==> src/rtl/lsu_mem_ctrl.sv <==
// Load/store unit memory controller: one outstanding access to a
// single-cycle word RAM, with byte-lane steering and load extension.
module lsu_mem_ctrl #(
    parameter int ADDR_WIDTH = 16
) (
    input  logic                  clk,
    input  logic                  rst,
    input  logic                  req_valid,
    output logic                  req_ready,
    input  logic                  req_we,
    input  logic [2:0]            req_funct3,
    input  logic [31:0]           req_addr,
    input  logic [31:0]           req_wdata,
    output logic                  resp_valid,
    input  logic                  resp_ready,
    output logic [31:0]           resp_rdata,
    output logic                  resp_err,
    output logic                  ram_ce,
    output logic [3:0]            ram_we,
    output logic [ADDR_WIDTH-1:0] ram_addr,
    output logic [31:0]           ram_din,
    input  logic [31:0]           ram_dout
);

    typedef enum logic [1:0] {IDLE, ACCESS, RESP} state_t;

    state_t                state, state_nx;
    logic                  we_q;
    logic [2:0]            f3_q;
    logic [ADDR_WIDTH+1:0] addr_q;
    logic [31:0]           wdata_q;
    logic [31:0]           rdata_q;
    logic                  err_q;

    logic                  accept;
    logic                  req_err;
    logic                  f3_bad;
    logic                  mis_h;
    logic                  mis_w;
    logic                  out_range;
    logic [7:0]            lane_b;
    logic [15:0]           lane_h;
    logic [31:0]           load_data;

    assign accept = req_valid && req_ready;

    // Upper address bits beyond the RAM window are only checked, never latched.
    always_comb begin
        f3_bad    = req_we ? (req_funct3[2] || req_funct3[1:0] == 2'b11)
                           : (req_funct3 == 3'b011 || req_funct3[2:1] == 2'b11);
        mis_h     = (req_funct3[1:0] == 2'b01) && req_addr[0];
        mis_w     = (req_funct3[1:0] == 2'b10) && (req_addr[1:0] != 2'b00);
        out_range = (req_addr >> (ADDR_WIDTH + 2)) != 32'd0;
        req_err   = f3_bad || mis_h || mis_w || out_range;
    end

    always_comb begin
        state_nx = state;
        case (state)
            IDLE:    if (accept) state_nx = req_err ? RESP : ACCESS;
            ACCESS:  state_nx = RESP;
            RESP:    if (resp_ready) state_nx = IDLE;
            default: state_nx = IDLE;
        endcase
    end

    always_comb begin
        lane_b = ram_dout[{addr_q[1:0], 3'b000} +: 8];
        lane_h = addr_q[1] ? ram_dout[31:16] : ram_dout[15:0];
        case (f3_q)
            3'b000:  load_data = {{24{lane_b[7]}}, lane_b};
            3'b001:  load_data = {{16{lane_h[15]}}, lane_h};
            3'b100:  load_data = {24'd0, lane_b};
            3'b101:  load_data = {16'd0, lane_h};
            default: load_data = ram_dout;
        endcase
    end

    always_ff @(posedge clk or posedge rst) begin
        if (rst) begin
            state   <= IDLE;
            we_q    <= 1'b0;
            f3_q    <= 3'b000;
            addr_q  <= '0;
            wdata_q <= 32'd0;
            rdata_q <= 32'd0;
            err_q   <= 1'b0;
        end else begin
            state <= state_nx;
            if (accept) begin
                we_q    <= req_we;
                f3_q    <= req_funct3;
                addr_q  <= req_addr[ADDR_WIDTH+1:0];
                wdata_q <= req_wdata;
                rdata_q <= 32'd0;
                err_q   <= req_err;
            end
            if (state == ACCESS && !we_q) rdata_q <= load_data;
        end
    end

    // Gating with rst keeps a write from committing while reset is high.
    always_comb begin
        ram_ce = (state == ACCESS) && !rst;
        ram_we = 4'b0000;
        if (ram_ce && we_q) begin
            case (f3_q[1:0])
                2'b00:   ram_we = 4'b0001 << addr_q[1:0];
                2'b01:   ram_we = 4'b0011 << addr_q[1:0];
                default: ram_we = 4'b1111;
            endcase
        end
        case (f3_q[1:0])
            2'b00:   ram_din = {4{wdata_q[7:0]}};
            2'b01:   ram_din = {2{wdata_q[15:0]}};
            default: ram_din = wdata_q;
        endcase
    end

    assign ram_addr   = addr_q[ADDR_WIDTH+1:2];
    assign req_ready  = (state == IDLE);
    assign resp_valid = (state == RESP);
    assign resp_rdata = rdata_q;
    assign resp_err   = err_q;

endmodule

==> config.mk <==
export PLATFORM = sky130hd
export DESIGN_NAME = lsu_mem_ctrl
export DESIGN_NICKNAME = d
export VERILOG_FILES = /design/src/rtl/lsu_mem_ctrl.sv
export SDC_FILE = /design/constraint.sdc
export NUM_CORES = 1
export LEC_CHECK = 0
export BUFFER_PORTS_ARGS = -buffer_cell sky130_fd_sc_hd__buf_2
export CAP_MARGIN = 25
export CORE_MARGIN = 3
export CORE_UTILIZATION = 43
export CTS_BUF_LIST = sky130_fd_sc_hd__clkbuf_8 sky130_fd_sc_hd__clkbuf_16
export CTS_CLUSTER_SIZE = 12
export DETAILED_ROUTE_END_ITERATION = 7
export GPL_TIMING_DRIVEN = 0
export PLACE_DENSITY_LB_ADDON = 0.25
export SYNTH_ARGS = -nofsm -noshare
export SYNTH_HDL_FRONTEND = slang
export SYNTH_SLANG_ARGS = --single-unit
export TNS_END_PERCENT = 10
==> constraint.sdc <==
create_clock -name clk -period 2.5 [get_ports clk]
set_clock_uncertainty 0.2 [all_clocks]
set_input_delay 0.125 -clock clk [delete_from_list [all_inputs] [get_ports clk]]
set_output_delay 0.125 -clock clk [all_outputs]
set_load 0.05 [all_outputs]
==> results of run 1 <==
## cell families (layout without fill, tap and decap cells)
| family | after synthesis | after routing | synth area share |
|---|---|---|---|
| buffers and inverters | 54 | 353 | 0.0717 |
| flip-flops | 89 | 89 | 0.508 |
| AND/OR/NAND/NOR | 67 | 67 | 0.0822 |
| AO/OA/AOI/OAI | 90 | 90 | 0.142 |
| multiplexers | 76 | 76 | 0.195 |
## layout by cell type, fill, tap and decap left out, drive strengths merged
| cell | n |
|---|---|
| clkbuf | 22 |
| inv | 7 |
| mux2 | 66 |
| o21ai | 30 |
| a21o | 1 |
| nor3b | 2 |
| a221o | 16 |
| nor4 | 4 |
| nand2b | 9 |
| dlygate4sd3 | 91 |
| o21a | 1 |
| a21boi | 7 |
| dfrtp | 89 |
| nor3 | 3 |
| and3 | 1 |
| mux2i | 9 |
| o2bb2ai | 14 |
| buf | 231 |
| nor2 | 8 |
| mux4 | 1 |
| nand2 | 23 |
| o22ai | 8 |
| nor2b | 1 |
| a211oi | 1 |
| o31ai | 1 |
| a211o | 1 |
| clkinvlp | 1 |
| nand3 | 11 |
| a21oi | 10 |
| dlymetal6s4s | 1 |
| or2 | 1 |
| and2 | 4 |
## cell type report
type,count,area [sq um],area share
clock inverter,3,11.3,0.00169
sequential,89,2230,0.335
inverter,5,22.5,0.00339
timing repair buffer,285,1920,0.289
clock buffer,11,151,0.0228
tap,133,166,0.0250
multi-input combinational,233,1850,0.278
buffer,49,302,0.0453
## synth_stat cells, drive strengths merged, types with 2 or more instances
cell type / number
a221o: 16
o21ai: 30
nand2: 23
nor3: 3
inv: 5
dfrtp: 89
a21oi: 10
nor3b: 2
o22ai: 8
mux2: 66
o2bb2ai: 14
nand3: 11
nor4: 4
a21boi: 7
nor2: 8
and2: 4
clkbuf: 11
nand2b: 9
buf: 38
mux2i: 9
## path summary, 6_finish.rpt
check	cells after the start	from	slack [ns]	to
setup reg to reg	6	f3_q[0]$_DFFE_PP0P_	0.34	resp_rdata[5]$_DFFE_PP0P_
hold reg to reg	1	resp_rdata[7]$_DFFE_PP0P_	0.28	resp_rdata[7]$_DFFE_PP0P_
min in group asynchronous	3	rst	0.15	addr_q[0]$_DFFE_PP0P_
setup / recovery	8	req_addr[21]	0.12	state[0]$_DFFE_PP0P_
max in group asynchronous	4	rst	1.42	wdata_q[4]$_DFFE_PP0P_
hold / removal	4	ram_dout[7]	0.06	resp_rdata[7]$_DFFE_PP0P_
## per-layer routing
metal  vias to the layer above  share of wire
li1                       1939              -
met1                      1981           0.43
met2                       162           0.49
met3                        23          0.065
met4                         0          0.022
met5                         -              0
## per-stage QoR
stage                     total power [mW]  cells  utilization  instance area, sq um
after floorplan                       3.65    376            -                  4390
after global placement                4.16    700        0.561                  5510
after detailed placement              4.22    702        0.565                  5550
after CTS                             5.22    808        0.676                  6640
after global routing                  5.47    808        0.677                  6650
final                                 5.20    808        0.677                  6650
## worst max-delay path: stages
cell           delay, ns
dlygate4sd3_1       0.53
buf_2               0.12
nor2_1              0.09
nand2_1             0.10
dlygate4sd3_1       0.59
nor3_1              0.21
dlygate4sd3_1       0.59
and2_1              0.12
## power groups by stage
stage	Clock [mW]	Sequential [mW]	Combinational [mW]
floorplan	0	1.80	1.84
global placement	0	1.84	2.32
detailed placement	0	1.86	2.36
CTS	0.909	1.83	2.48
global route	0.961	1.87	2.64
finish	0.879	1.84	2.48
## timing repair
item / in CTS / in global routing
gates cloned: 0 / 0
resized for setup: 4 / 5
endpoints found under the setup margin: 14 / 5
hold endpoints to repair: 177 / 0
hold buffers: 92 / 0
pin swaps: 0 / 1
## registers in the layout, indices dropped and copies added, names as in the netlist
register / count
wdata_q: 32
addr_q: 18
f3_q: 3
resp_err: 1
we_q: 1
resp_rdata: 32
state: 2
==> results.md, run 1 <==
* Final hold vios at 0
* Post-route ant nets at 0
* HPWL Detailed at 9100 um
* GRT met3 Usage at 0.0439
* Share of layout cells above drive strength 1 at 0.403
* M1 GR Usage at 0.308
* Power share of the combinational group at 0.477
* Clock power frac at 0.169
* Global-route wire length before repair at 21600 um
* Vias at 4105
* Setup crit end kind: flop
* CTS Buf Count at 9
* Die span in y at 107 um
* Final max-slew violation count at 0
* Root Buffer: clkbuf_8
* Largest net degree at the start of global routing at 37
* Global Route met2 Usage at 0.401
* Synth warn at 0
* # port buffers at 191
* CTS Sinks at 89
* Drt wl/cell at 16.6 um
* DRT iter0 DRCs at 180
* Leakage at 3.28 nW
* Fin crit period at 2.38 ns
* Post-CTS setup buffer count at 0
* WS Path Type: primary input to flop
* Maximum VDD drop at 657 uV
* Psw at 2.29 mW
* Drc violations at 0
* GRT Util Overall at 0.240
* CTS tree: built
* Avg Inst Size Synth at 11.7 sq um
* Final TNS setup at 0 ns
* Required @ worst endpoint at 2.59 ns
* Unrepaired setup endpoints after global routing: false
* Number of setup violations in the final report at 0
* Internal power at 2.91 mW
* Maximum clock path buffer count at 2
* Clk_lat worst skew at 0.35 ns
* Post-synth ARST share at 1.00
* Synth area leaders: dfrtp_1, mux2_1, buf_4
* #FFs+latches synth at 89
* Status: finished, final reports clean
* Cell count after synthesis at 376
* Tightest Hold Check Type: primary input to flop
* Worst setup SP type: primary input
* RePlAce Congestion at 0.815
* WHS at 0.0577 ns
* Ant. Diodes at 0
* Die width at 107 um
* Register share of total power at 0.354
* Grt ovf at 0
* Pwr per Cell Area at 782 nW/um^2
* Yosys top cell by area: dfrtp_1
* Core area at 9820 sq um
* Seq/Total Area, Yosys at 0.508
* Final Cycle Share at 0.950
* Total routed wirelength at 13400 um
* Post-synth top flop: dfrtp_1
* Setup WS post-layout at 0.124 ns
* Post-synth EDFFs at 0
* Pre-CTS WS at 0.192 ns
* Mapped Area at 4380 sq um
* Total die area at 11400 sq um
* Library cells used by synthesis at 39
* Pre-Repair DR Iteration Count at 4
* Via/cell ratio at 5.08
* CP max FO at 2
* GR peak layer: met2
* Clock Pin Slew Worst Setup and Hold Paths at 0.08 ns
* WP data arrival at 2.47 ns
* Fmax at 421 MHz
* Top-area cell type share of the netlist area at 0.508
* Initial antenna violation count at 0
* Actual slew at the worst max-slew pin at 0.590 ns
* Initial Util at 0.446
* Max-slew headroom at the worst pin at 0.606
* Placement Rows at 36
* Max Cap Violations at 0
* Max H-tree Level at 3
* Filler Cells Inserted at 769
* I/O pins at 192
* Vias in the first global route at 4302
* Area grow syn2layout at 51.8%
* Net Count, Synth at 480
* Final net count at 776
* Switching Fraction at 0.440
Note: power is estimated with default switching activity, not from simulation.
==> run 2, diff against run 1 <==
Settings changed: ABC_AREA from default to 1, CORE_UTILIZATION 43 to 44.
==> run 2 against run 1 <==
Compared with the run above:
- sequential share of layout area shrank 1.7 points
- count of clock-buffer cells in the layout stayed put
- wire length increased by 21%
==> results.md, run 2 <==
* Status: finished, final reports clean
* Global-route wire length before repair at 25400 um
* Overall power at 5.03 mW
* Area grow syn2layout at 49.2%
* Clock Pin Slew Worst Setup and Hold Paths at 0.09 ns
* Avg Inst Size Synth at 7.19 sq um
* Xor and xnor area share after synthesis at 0
* Die span in y at 109 um
* Multiplexer area fraction after synthesis at 0
* Setup WS post-layout at 0.104 ns
* Most numerous cell in the Yosys netlist: nand2_1
* Via/cell ratio at 4.97
* Largest net degree at the start of global routing at 36
* Initial Util at 0.452
* Most common cell after layout, fill and taps aside: nand2_1
* Fmax at 417 MHz
* GRT Util Overall at 0.276
* Setup crit end kind: output port
* Post-synth top flop: dfrtp_1
* CP max FO at 10
* Total die area at 11900 sq um
* Mapped Area at 4690 sq um
* Drc violations at 0
* Share of layout cells above drive strength 1 at 0.279
* Synth area leaders: dfrtp_1, nand2_1, buf_4
* Post-synth ARST share at 1.00
* Number of setup violations in the final report at 0
* Fin util at 0.675
* Placement Rows at 37
* Synth warn at 0
* Post-synth EDFFs at 0
* Drt wl/cell at 14.9 um
* Final Cycle Share at 0.958
* DR top layer: met4
* WS Path Type: flop to output port
* Vias in the first global route at 5418
* Placed cells at 982
* Core area at 10400 sq um
* Final net count at 1054
* Top cells by count, synth: nand2_1, dfrtp_1, inv_1
* Pre-Repair DR Iteration Count at 7
* Max H-tree Level at 3
* CTS tree: built
* HPWL Detailed at 11100 um
* DRT iter0 DRCs at 413
* Die width at 109 um
* Grt ovf at 0
* Commonest cells after routing, fill and taps aside: nand2_1, buf_2, dlygate4sd3_1, dfrtp_1, inv_1
* Ant. Diodes at 0
* Clk_lat worst skew at 0.36 ns
* Top-area cell type share of the netlist area at 0.475
* # port buffers at 191
* Leakage at 4.07 nW
* Seq/Total Area, Yosys at 0.475
* Initial antenna violation count at 0
* I/O pins at 192
* Post-Layout Cell Count at 1090
* Largest family of logic cells by synthesized area: simple AND/OR/NAND/NOR gates
* Max-slew headroom at the worst pin at 0.523
* Met3 WL at 1080 um
* WP data arrival at 2.07 ns
* Total routed wirelength at 16200 um
* Yosys top cell by area: dfrtp_1
* Library cells used by synthesis at 23
* Required @ worst endpoint at 2.17 ns
* Pre-CTS WS at 0.466 ns
* Net Count, Synth at 757
* Fin crit period at 2.40 ns
* CTS Buf Count at 9
* Tightest Hold Check Type: primary input to flop
* Pwr per Cell Area at 719 nW/um^2
* Unrepaired setup endpoints after global routing: false
* Max Cap Violations at 0
* Final TNS setup at 0 ns
* Vias at 5413
* Synth Area in Compound Gates at 0.0909
* Root Buffer: clkbuf_8
* RePlAce Congestion at 0.855
* Actual slew at the worst max-slew pin at 0.714 ns
* Fin area at 7000 sq um
* Final hold vios at 0
* WHS at 0.0313 ns
* Post-route ant nets at 0
* Worst setup SP type: flop
* CTS Sinks at 89
* Post-DP Area at 5860 sq um
* Routed met1 length at 6400 um
* DR WL met2 at 8300 um
* Simple logic cell fraction of the synthesized area at 0.314
* Maximum clock path buffer count at 2
* Post-CTS setup buffer count at 0
* Maximum VDD drop at 640 uV
* Adder-Cell Fraction of Synth Area at 0
* Cell count after synthesis at 653
* #FFs+latches synth at 89
* Final max-slew violation count at 0
[run 2: cell type report]
type | count | area [sq um]
Buffer | 55 | 373
Clock buffer | 11 | 151
Clock inverter | 4 | 51.3
Fill cell | 877 | 3370
Inverter | 51 | 198
Multi-Input combinational cell | 458 | 1900
Sequential cell | 89 | 2230
Tap cell | 136 | 170
Timing Repair Buffer | 286 | 1930
[run 2: layer usage]
metal / track usage / vias to the layer above
met5: 0 / -
met4: 0.101 / 0
met2: 0.493 / 267
met3: 0.0456 / 40
met1: 0.333 / 2519
li1: - / 2587
[run 2: timing repair]
action	in CTS	in global routing
hold buffers	93	0
gates resized for setup	0	3
hold endpoints to repair	118	0
endpoints found under the setup margin	0	9
[run 2: report_power, final]
| part | internal (mW) | switching (mW) | leakage [nW] | total, mW |
|---|---|---|---|---|
| combinational | 0.672 | 1.58 | 2.82 | 2.25 |
| clock | 0.514 | 0.513 | 0.102 | 1.03 |
| sequential | 1.62 | 0.135 | 1.15 | 1.76 |
| total | 2.81 | 2.23 | 4.07 | 5.03 |
[run 2: worst paths after layout]
| kind | from | to | slack [ns] | cells past startpoint |
|---|---|---|---|---|
| setup / recovery | f3_q[0]$_DFFE_PP0P_ | ram_din[15] | 0.10 | 7 |
| hold / removal | ram_dout[23] | resp_rdata[23]$_DFFE_PP0P_ | 0.03 | 5 |
| setup reg to reg | state[1]$_DFFE_PP0P_ | resp_rdata[7]$_DFFE_PP0P_ | 0.44 | 8 |
| hold reg to reg | resp_rdata[30]$_DFFE_PP0P_ | resp_rdata[30]$_DFFE_PP0P_ | 0.28 | 2 |
| max in group asynchronous | rst | wdata_q[21]$_DFFE_PP0P_ | 1.06 | 5 |
| min in group asynchronous | rst | state[1]$_DFFE_PP0P_ | 0.23 | 3 |
[run 2: kinds of logic after synthesis]
group,count (synthesis)
buf+inv,106
simple gates,378
flops,89
compound gates,80
[run 2: critical path: stages, from the launching register on]
cell and delay [ns]:
dfrtp_1 0.45, inv_4 0.14, nand2_2 0.17, inv_2 0.19, clkbuf_4 0.26, nand2_1 0.09, o21ai_1 0.11, buf_2 0.29
